## src/rtl/multiport_regfile_pkg.sv

```systemverilog
// Shared widths and helpers for the multi-port register file.
// Covers port-vector slicing and the write-port winner selection.
package rf_pkg;

    localparam int RF_DATA_W = 32;
    localparam int RF_ADDR_W = 5;
    localparam int PC_W      = 32;
    localparam int MAX_WR    = 2;
    localparam int WR_IDX_W  = 1;

    typedef struct packed {
        logic                vld;
        logic [WR_IDX_W-1:0] idx;
    } wsel_t;

    // Low bit of port k inside a packed vector of w-bit lanes.
    function automatic int slice_lo(input int k, input int w);
        return k * w;
    endfunction

    // The highest-index hit wins when several write ports target one register.
    function automatic wsel_t wr_select(input logic [MAX_WR-1:0] hit);
        wsel_t s;
        s.vld = 1'b0;
        s.idx = '0;
        for (int j = 0; j < MAX_WR; j++) begin
            if (hit[j]) begin
                s.vld = 1'b1;
                s.idx = WR_IDX_W'(j);
            end
        end
        return s;
    endfunction

endpackage

```

## src/rtl/multiport_regfile_if.sv

```systemverilog
// Decode/writeback-facing bundle of the register file.
// The master side drives reads, writes and issues; the slave side returns data and pending bits.
interface multiport_regfile_if
    import rf_pkg::*;
#(
    parameter int DATA_W = RF_DATA_W,
    parameter int ADDR_W = RF_ADDR_W,
    parameter int NUM_RD = 2,
    parameter int NUM_WR = 2
);
    logic [NUM_RD*ADDR_W-1:0] rd_addr;
    logic [NUM_RD*DATA_W-1:0] rd_data;
    logic [NUM_RD-1:0]        rd_pending;
    logic [NUM_WR-1:0]        wr_en;
    logic [NUM_WR*ADDR_W-1:0] wr_addr;
    logic [NUM_WR*DATA_W-1:0] wr_data;
    logic [NUM_WR*PC_W-1:0]   wr_pc;
    logic                     iss_en;
    logic [ADDR_W-1:0]        iss_addr;
    logic                     flush;

    modport master (
        output rd_addr, wr_en, wr_addr, wr_data, wr_pc, iss_en, iss_addr, flush,
        input  rd_data, rd_pending
    );

    modport slave (
        input  rd_addr, wr_en, wr_addr, wr_data, wr_pc, iss_en, iss_addr, flush,
        output rd_data, rd_pending
    );
endinterface

```

## src/rtl/multiport_regfile_bypass_mux.sv

```systemverilog
// One read port: stored value, overridden by the winning same-cycle write.
// Purely combinational, zero latency; no backpressure.
module rf_bypass_mux
    import rf_pkg::*;
#(
    parameter int DATA_W   = RF_DATA_W,
    parameter int ADDR_W   = RF_ADDR_W,
    parameter int NUM_WR   = 2,
    parameter int ZERO_REG = 1
) (
    input  logic [ADDR_W-1:0]        rd_addr,
    input  logic [DATA_W-1:0]        stored,
    input  logic [NUM_WR-1:0]        wr_en,
    input  logic [NUM_WR*ADDR_W-1:0] wr_addr,
    input  logic [NUM_WR*DATA_W-1:0] wr_data,
    output logic [DATA_W-1:0]        rd_data
);
    logic [NUM_WR-1:0] hit;
    logic [MAX_WR-1:0] hit_ext;
    wsel_t             sel;

    always_comb begin
        hit     = '0;
        hit_ext = '0;
        for (int j = 0; j < NUM_WR; j++) begin
            hit[j] = wr_en[j] && (wr_addr[slice_lo(j, ADDR_W) +: ADDR_W] == rd_addr);
        end
        hit_ext[NUM_WR-1:0] = hit;
        sel = wr_select(hit_ext);

        rd_data = stored;
        if (sel.vld) begin
            rd_data = wr_data[slice_lo(int'(sel.idx), DATA_W) +: DATA_W];
        end
        // Register 0 is hardwired; it must not even pass bypassed data.
        if (ZERO_REG != 0 && rd_addr == '0) begin
            rd_data = '0;
        end
    end
endmodule

```

## src/rtl/multiport_regfile.sv

```systemverilog
// Multi-port GRF with write bypass and a pending-write scoreboard (trace option: RF_TRACE_EN).
// Writes land in 1 edge, reads/bypass/pending are same-cycle combinational; no backpressure.
module multiport_regfile
    import rf_pkg::*;
#(
    parameter int DATA_W   = RF_DATA_W,
    parameter int ADDR_W   = RF_ADDR_W,
    parameter int NUM_RD   = 2,
    parameter int NUM_WR   = 2,
    parameter int ZERO_REG = 1
) (
    input logic                Clk,
    input logic                Reset,
    multiport_regfile_if.slave bus
);
    localparam int DEPTH = 1 << ADDR_W;

    logic [DATA_W-1:0] regs [DEPTH];
    logic [DEPTH-1:0]  pending;
    logic [DEPTH-1:0]  pend_nxt;

    logic [ADDR_W-1:0] wa [NUM_WR];
    logic [DATA_W-1:0] wd [NUM_WR];
    logic [NUM_WR-1:0] wlive;

    for (genvar j = 0; j < NUM_WR; j++) begin : g_wr
        assign wa[j]    = bus.wr_addr[slice_lo(j, ADDR_W) +: ADDR_W];
        assign wd[j]    = bus.wr_data[slice_lo(j, DATA_W) +: DATA_W];
        assign wlive[j] = bus.wr_en[j] && !(ZERO_REG != 0 && wa[j] == '0);
    end

    // Ascending port order makes the highest-index write to an address the last NBA.
    always_ff @(posedge Clk) begin
        if (Reset) begin
            for (int r = 0; r < DEPTH; r++) begin
                regs[r] <= '0;
            end
            pending <= '0;
        end else begin
            for (int j = 0; j < NUM_WR; j++) begin
                if (wlive[j]) begin
                    regs[wa[j]] <= wd[j];
                end
            end
            pending <= pend_nxt;
        end
    end

    // Order matters: flush, then write clears, then the issue set overrides both.
    always_comb begin
        pend_nxt = bus.flush ? '0 : pending;
        for (int j = 0; j < NUM_WR; j++) begin
            if (wlive[j]) begin
                pend_nxt[wa[j]] = 1'b0;
            end
        end
        if (bus.iss_en) begin
            pend_nxt[bus.iss_addr] = 1'b1;
        end
        if (ZERO_REG != 0) begin
            pend_nxt[0] = 1'b0;
        end
    end

    for (genvar k = 0; k < NUM_RD; k++) begin : g_rd
        logic [ADDR_W-1:0] ra;
        assign ra = bus.rd_addr[slice_lo(k, ADDR_W) +: ADDR_W];

        rf_bypass_mux #(
            .DATA_W   (DATA_W),
            .ADDR_W   (ADDR_W),
            .NUM_WR   (NUM_WR),
            .ZERO_REG (ZERO_REG)
        ) u_mux (
            .rd_addr (ra),
            .stored  (regs[ra]),
            .wr_en   (bus.wr_en),
            .wr_addr (bus.wr_addr),
            .wr_data (bus.wr_data),
            .rd_data (bus.rd_data[slice_lo(k, DATA_W) +: DATA_W])
        );

        assign bus.rd_pending[k] = pend_nxt[ra];
    end

`ifdef RF_TRACE_EN
    logic [NUM_WR-1:0] trace_win;

    // A live write is traced only if no higher-index port overwrites the same register.
    always_comb begin
        trace_win = wlive;
        for (int j = 0; j < NUM_WR; j++) begin
            for (int h = j + 1; h < NUM_WR; h++) begin
                if (wlive[h] && wa[h] == wa[j]) begin
                    trace_win[j] = 1'b0;
                end
            end
        end
    end

    always_ff @(posedge Clk) begin
        if (!Reset) begin
            for (int j = 0; j < NUM_WR; j++) begin
                if (trace_win[j]) begin
                    $display("%d@%h: $%d <= %h", $time,
                             bus.wr_pc[slice_lo(j, PC_W) +: PC_W], wa[j], wd[j]);
                end
            end
        end
    end
`else
    logic unused_pc;
    assign unused_pc = ^bus.wr_pc;
`endif
endmodule

```

## src/flat_wrapper.sv

```systemverilog
// flat-port wrapper written by rule: the top's interface ports become plain ports
module multiport_regfile_flat import rf_pkg::*;
#(
    parameter int DATA_W   = RF_DATA_W,
    parameter int ADDR_W   = RF_ADDR_W,
    parameter int NUM_RD   = 2,
    parameter int NUM_WR   = 2,
    parameter int ZERO_REG = 1
)
  (Clk, Reset, bus_rd_addr, bus_wr_en, bus_wr_addr, bus_wr_data, bus_wr_pc, bus_iss_en, bus_iss_addr, bus_flush, bus_rd_data, bus_rd_pending);
  multiport_regfile_if #(.DATA_W(DATA_W), .ADDR_W(ADDR_W), .NUM_RD(NUM_RD), .NUM_WR(NUM_WR)) bus_i ();
  input logic Clk;
  input logic Reset;
  input wire logic [$bits(bus_i.rd_addr)-1:0] bus_rd_addr;
  input wire logic [$bits(bus_i.wr_en)-1:0] bus_wr_en;
  input wire logic [$bits(bus_i.wr_addr)-1:0] bus_wr_addr;
  input wire logic [$bits(bus_i.wr_data)-1:0] bus_wr_data;
  input wire logic [$bits(bus_i.wr_pc)-1:0] bus_wr_pc;
  input wire logic [$bits(bus_i.iss_en)-1:0] bus_iss_en;
  input wire logic [$bits(bus_i.iss_addr)-1:0] bus_iss_addr;
  input wire logic [$bits(bus_i.flush)-1:0] bus_flush;
  output wire logic [$bits(bus_i.rd_data)-1:0] bus_rd_data;
  output wire logic [$bits(bus_i.rd_pending)-1:0] bus_rd_pending;
  assign bus_i.rd_addr = bus_rd_addr;
  assign bus_i.wr_en = bus_wr_en;
  assign bus_i.wr_addr = bus_wr_addr;
  assign bus_i.wr_data = bus_wr_data;
  assign bus_i.wr_pc = bus_wr_pc;
  assign bus_i.iss_en = bus_iss_en;
  assign bus_i.iss_addr = bus_iss_addr;
  assign bus_i.flush = bus_flush;
  assign bus_rd_data = bus_i.rd_data;
  assign bus_rd_pending = bus_i.rd_pending;
  multiport_regfile #(.DATA_W(DATA_W), .ADDR_W(ADDR_W), .NUM_RD(NUM_RD), .NUM_WR(NUM_WR), .ZERO_REG(ZERO_REG)) u_core (.Clk(Clk), .Reset(Reset), .bus(bus_i));
endmodule
```

## config.mk

```make
export PLATFORM = sky130hd
export DESIGN_NAME = multiport_regfile_flat
export DESIGN_NICKNAME = d
export VERILOG_FILES = /design/src/rtl/multiport_regfile_pkg.sv /design/src/rtl/multiport_regfile_if.sv /design/src/rtl/multiport_regfile_bypass_mux.sv /design/src/rtl/multiport_regfile.sv /design/src/flat_wrapper.sv
export SDC_FILE = /design/constraint.sdc
export NUM_CORES = 2
export LEC_CHECK = 0
export CAP_MARGIN = 0
export CELL_PAD_IN_SITES_DETAIL_PLACEMENT = 1
export CELL_PAD_IN_SITES_GLOBAL_PLACEMENT = 1
export CORE_MARGIN = 3
export CORE_UTILIZATION = 34
export CTS_CLUSTER_DIAMETER = 40
export DETAILED_ROUTE_END_ITERATION = 7
export GPL_TIMING_DRIVEN = 0
export HOLD_SLACK_MARGIN = 0.05
export PLACE_DENSITY_LB_ADDON = 0.12
export SETUP_SLACK_MARGIN = 0.05
export SYNTH_ARGS = -nofsm -noshare
export SYNTH_HDL_FRONTEND = slang
export SYNTH_HIERARCHICAL = 1
export SYNTH_SLANG_ARGS = --single-unit
```

## constraint.sdc

```tcl
create_clock -name Clk -period 6.93 [get_ports Clk]
set_input_delay 1.0395 -clock Clk [delete_from_list [all_inputs] [get_ports Clk]]
set_output_delay 1.0395 -clock Clk [all_outputs]
set_load 0.005 [all_outputs]
```

==> reports/metrics.csv <==
stage;metric;value;unit
placement;placed_cells;6735;
routing;postRouteWirelength;357.6;mm
grt;grt_max_degree;33;
grt;grt_pass1_wl;465.9;mm
grt;antenna_found_initial;29;
yosys;synth_common_cells;edfxtp_1, a22o_1, mux4_2;
floorplan;die_area;188500;sq um
grt;gr-total-overflow;0;
critical_path;r2r_slack;5.67;ns
status;outcome;finished, violations left;
clock_network;clk_pin_slew_worst_paths;0.04;ns
sta;fin_skew;0;ns
routing;num_vias;51879;
critical_path;r2r-end;u_core/pending[11]$_SDFF_PP0_;
placement;portBuffers;159;
yosys;synth_top_area_share;49.35;%
yosys;yosys.area.top_type;edfxtp_1;
clock_network;cts_sinks;1055;
sta;rsz0062_at_grt;false;
routing;first_pass_iters;8;
critical_path;critical_path_arrival;5.96;ns
sta;hold_ws;0.5960;ns
yosys;ys_async_sr_fraction;0;%
floorplan;die_w;434.1;um
hold_path;min_path_type;reg -> reg;
sta;timing.fmax;0.1428;GHz
power;ir_drop;0.2660;mV
yosys;synth_cell_type_count;66;
routing;via_per_inst;7.269;
critical_path;required;5.89;ns
critical_path;endpoint;bus_rd_data[11];
critical_path;crit_type;in -> out;
critical_path;crit_start;bus_rd_addr[1];
final_layout;seqCellArea;31370;sq um
grt;grt_pass1_vias;50006;
yosys;ys_seq_area_share;50.34;%
clock_network;hold_buffers;0;
yosys;syn-instance-count;4114;
power;finalPower;20.54;mW
yosys;synth_ff_type;edfxtp_1;
floorplan;ios;225;
clock_network;htreeDepth;4;
floorplan;num_rows;156;
sta;slew_violations;187;
clock_network;cts_tree;yes;
sta;setup_slack;-0.07328;ns
yosys;synthMostInstantiatedCell;edfxtp_1;
final_layout;multi_input_area;28940;sq um
sta;fin_crit;7.003;ns
clock_network;root_buffer;clkbuf_16;
yosys;avgSynthCellArea;15.15;sq um
yosys;synth-edff-count;1024;
floorplan;coreArea;181500;sq um
floorplan;initial_core_util;34.33;%
grt;grt_usage;37.46;%
yosys;ys_seq_elements;1055;
critical_path;reg2reg_depth;3;
sta;hold_viol_final;0;
yosys;ys_warn_count;6;
critical_path;end_kind;output port;
power;cellPowerDensity;272.8;nW/um^2
yosys;netlist_area;62310;sq um
critical_path;crit_fanout;11;
job;max_cap_violations;23;
sta;setup_viol;3;
final_layout;fin_cells;7137;
routing;ant_nets;0;
routing;wl_per_cell;50.11;um
sta;slew_headroom;-16.00;%
hold_path;hold_path_depth;2;
routing;drc;0;
critical_path;startpoint_type;input pin;
placement;dpl.hpwl;260.5;mm
clock_network;worstSkewPairLatency;0.80;ns
final_layout;synthToLayoutAreaGrowth;20.84;%
routing;drt_iter0_markers;8356;
sta;post-route-period-util;101.1;%
placement;gp_congestion;0.9724;
power;p_leak;24.59;nW
status;violations;max-capacitance violations, max-slew violations, negative setup slack;
yosys;synthTopCellsByArea;edfxtp_1, mux4_2, a22o_1;
clock_network;cts_buffer_depth;3;
sta;tightest_slew;1.740;ns
final_layout;fillers;18170;
final_layout;drive_gt1_share;28.28;%
placement;pre_cts_ws;-1.099;ns
floorplan;die_h;434.1;um
final_layout;finish.utilization;41.48;%
final_layout;fin_nets;4725;
clock_network;numCtsBuffers;199;
critical_path;r2r-start;u_core/pending[11]$_SDFF_PP0_;
## worst min-delay path by stage
stage                                        startpoint                            end  slack [ns]
after global placement    u_core/pending[21]$_SDFF_PP0_  u_core/pending[21]$_SDFF_PP0_        0.57
after global routing      u_core/pending[23]$_SDFF_PP0_  u_core/pending[23]$_SDFF_PP0_        0.63
after detailed placement  u_core/pending[23]$_SDFF_PP0_  u_core/pending[23]$_SDFF_PP0_        0.58
after CTS                 u_core/pending[23]$_SDFF_PP0_  u_core/pending[23]$_SDFF_PP0_        0.59
after floorplan           u_core/pending[30]$_SDFF_PP0_  u_core/pending[30]$_SDFF_PP0_        0.50
final                     u_core/pending[23]$_SDFF_PP0_  u_core/pending[23]$_SDFF_PP0_        0.60
## routing by layer
layer / GRT usage [%] / wire, um
met1: 46.91 / 131200
met3: 11.92 / 41690
met5: 0.9888 / 181
met4: 23.61 / 27190
met2: 56.01 / 157300
## state kept, by name, summed over array words and instances (netlist names)
name            flops
u_core/regs      1024
u_core/pending     31
## worst max-delay path: stages
cell and delay [ns]:
clkdlybuf4s50_1 0.66, buf_2 0.50, buf_2 0.57, clkdlybuf4s15_1 0.82, mux4_2 0.37, mux4_2 0.23, mux2_2 0.20, o21ai_0 0.12
a311oi_2 0.76, clkdlybuf4s50_1 0.64
## kinds of logic after synthesis
logic type / synth area share (%)
AO/OA/AOI/OAI: 16.50
XOR/XNOR: 0.2811
buffers and inverters: 4.130
flip-flops: 50.34
multiplexers: 24.52
other: 0.006018
AND/OR/NAND/NOR: 4.223
## metrics by stage
step	TNS [ns]	area [sq um]
6_report	-0.1206	75300
4_1_cts	0	75110
3_3_place_gp	-139.27	66990
2_1_floorplan	0	62430
5_1_grt	0	75230
3_5_place_dp	-16.90	68290
## layout by cell type, fill, tap and decap left out, types with 10 or more instances in the layout
| master | instances |
|---|---|
| edfxtp_1 | 1024 |
| a22o_1 | 992 |
| mux4_2 | 641 |
| clkbuf_1 | 494 |
| clkbuf_16 | 203 |
| clkdlybuf4s50_1 | 159 |
| nor2_1 | 114 |
| nor3_1 | 70 |
| nand4_1 | 66 |
| buf_2 | 64 |
| mux2_2 | 64 |
| o21ai_0 | 61 |
| nand2_1 | 60 |
| clkbuf_2 | 58 |
| a311oi_1 | 35 |
| conb_1 | 32 |
| clkinv_2 | 31 |
| buf_6 | 31 |
| dfxtp_1 | 31 |
| diode_2 | 28 |
| nor3_2 | 27 |
| nor2b_1 | 27 |
| clkinv_1 | 23 |
| clkinvlp_4 | 23 |
| bufinv_16 | 20 |
| xnor2_1 | 20 |
| a311oi_2 | 20 |
| buf_1 | 19 |
| inv_6 | 17 |
| buf_4 | 16 |
| buf_8 | 15 |
| nand3b_1 | 14 |
| clkinv_4 | 13 |
| nand2_4 | 12 |
| mux2i_1 | 12 |
| buf_12 | 12 |
| nand3_1 | 11 |
| a21oi_1 | 10 |
## report_power, final
group / internal [mW] / total [mW] / switching, mW
Sequential: 7.41 / 7.61 / 0.196
Clock: 6.15 / 9.80 / 3.65
Combinational: 1.22 / 3.14 / 1.92
Total: 14.8 / 20.5 / 5.77
## timing repair
action / 4_1_cts / 5_1_grt
endpoints found under the hold margin: 0 / 0
gates resized for setup: 52 / 27
setup buffers: 0 / 0
endpoints found under the setup margin: 61 / 18
pin swaps: 0 / 0
## layout make-up
cell class	count	share of cell area, %
Inverter	6	0.02991
Timing Repair Buffer	220	3.398
Tap cell	2370	3.938
Clock buffer	238	6.934
Sequential cell	1055	41.66
Clock inverter	136	1.929
Antenna cell	28	0.09305
Buffer	632	3.586
Multi-Input combinational cell	2452	38.43
Note: power is estimated with default switching activity, not from simulation.
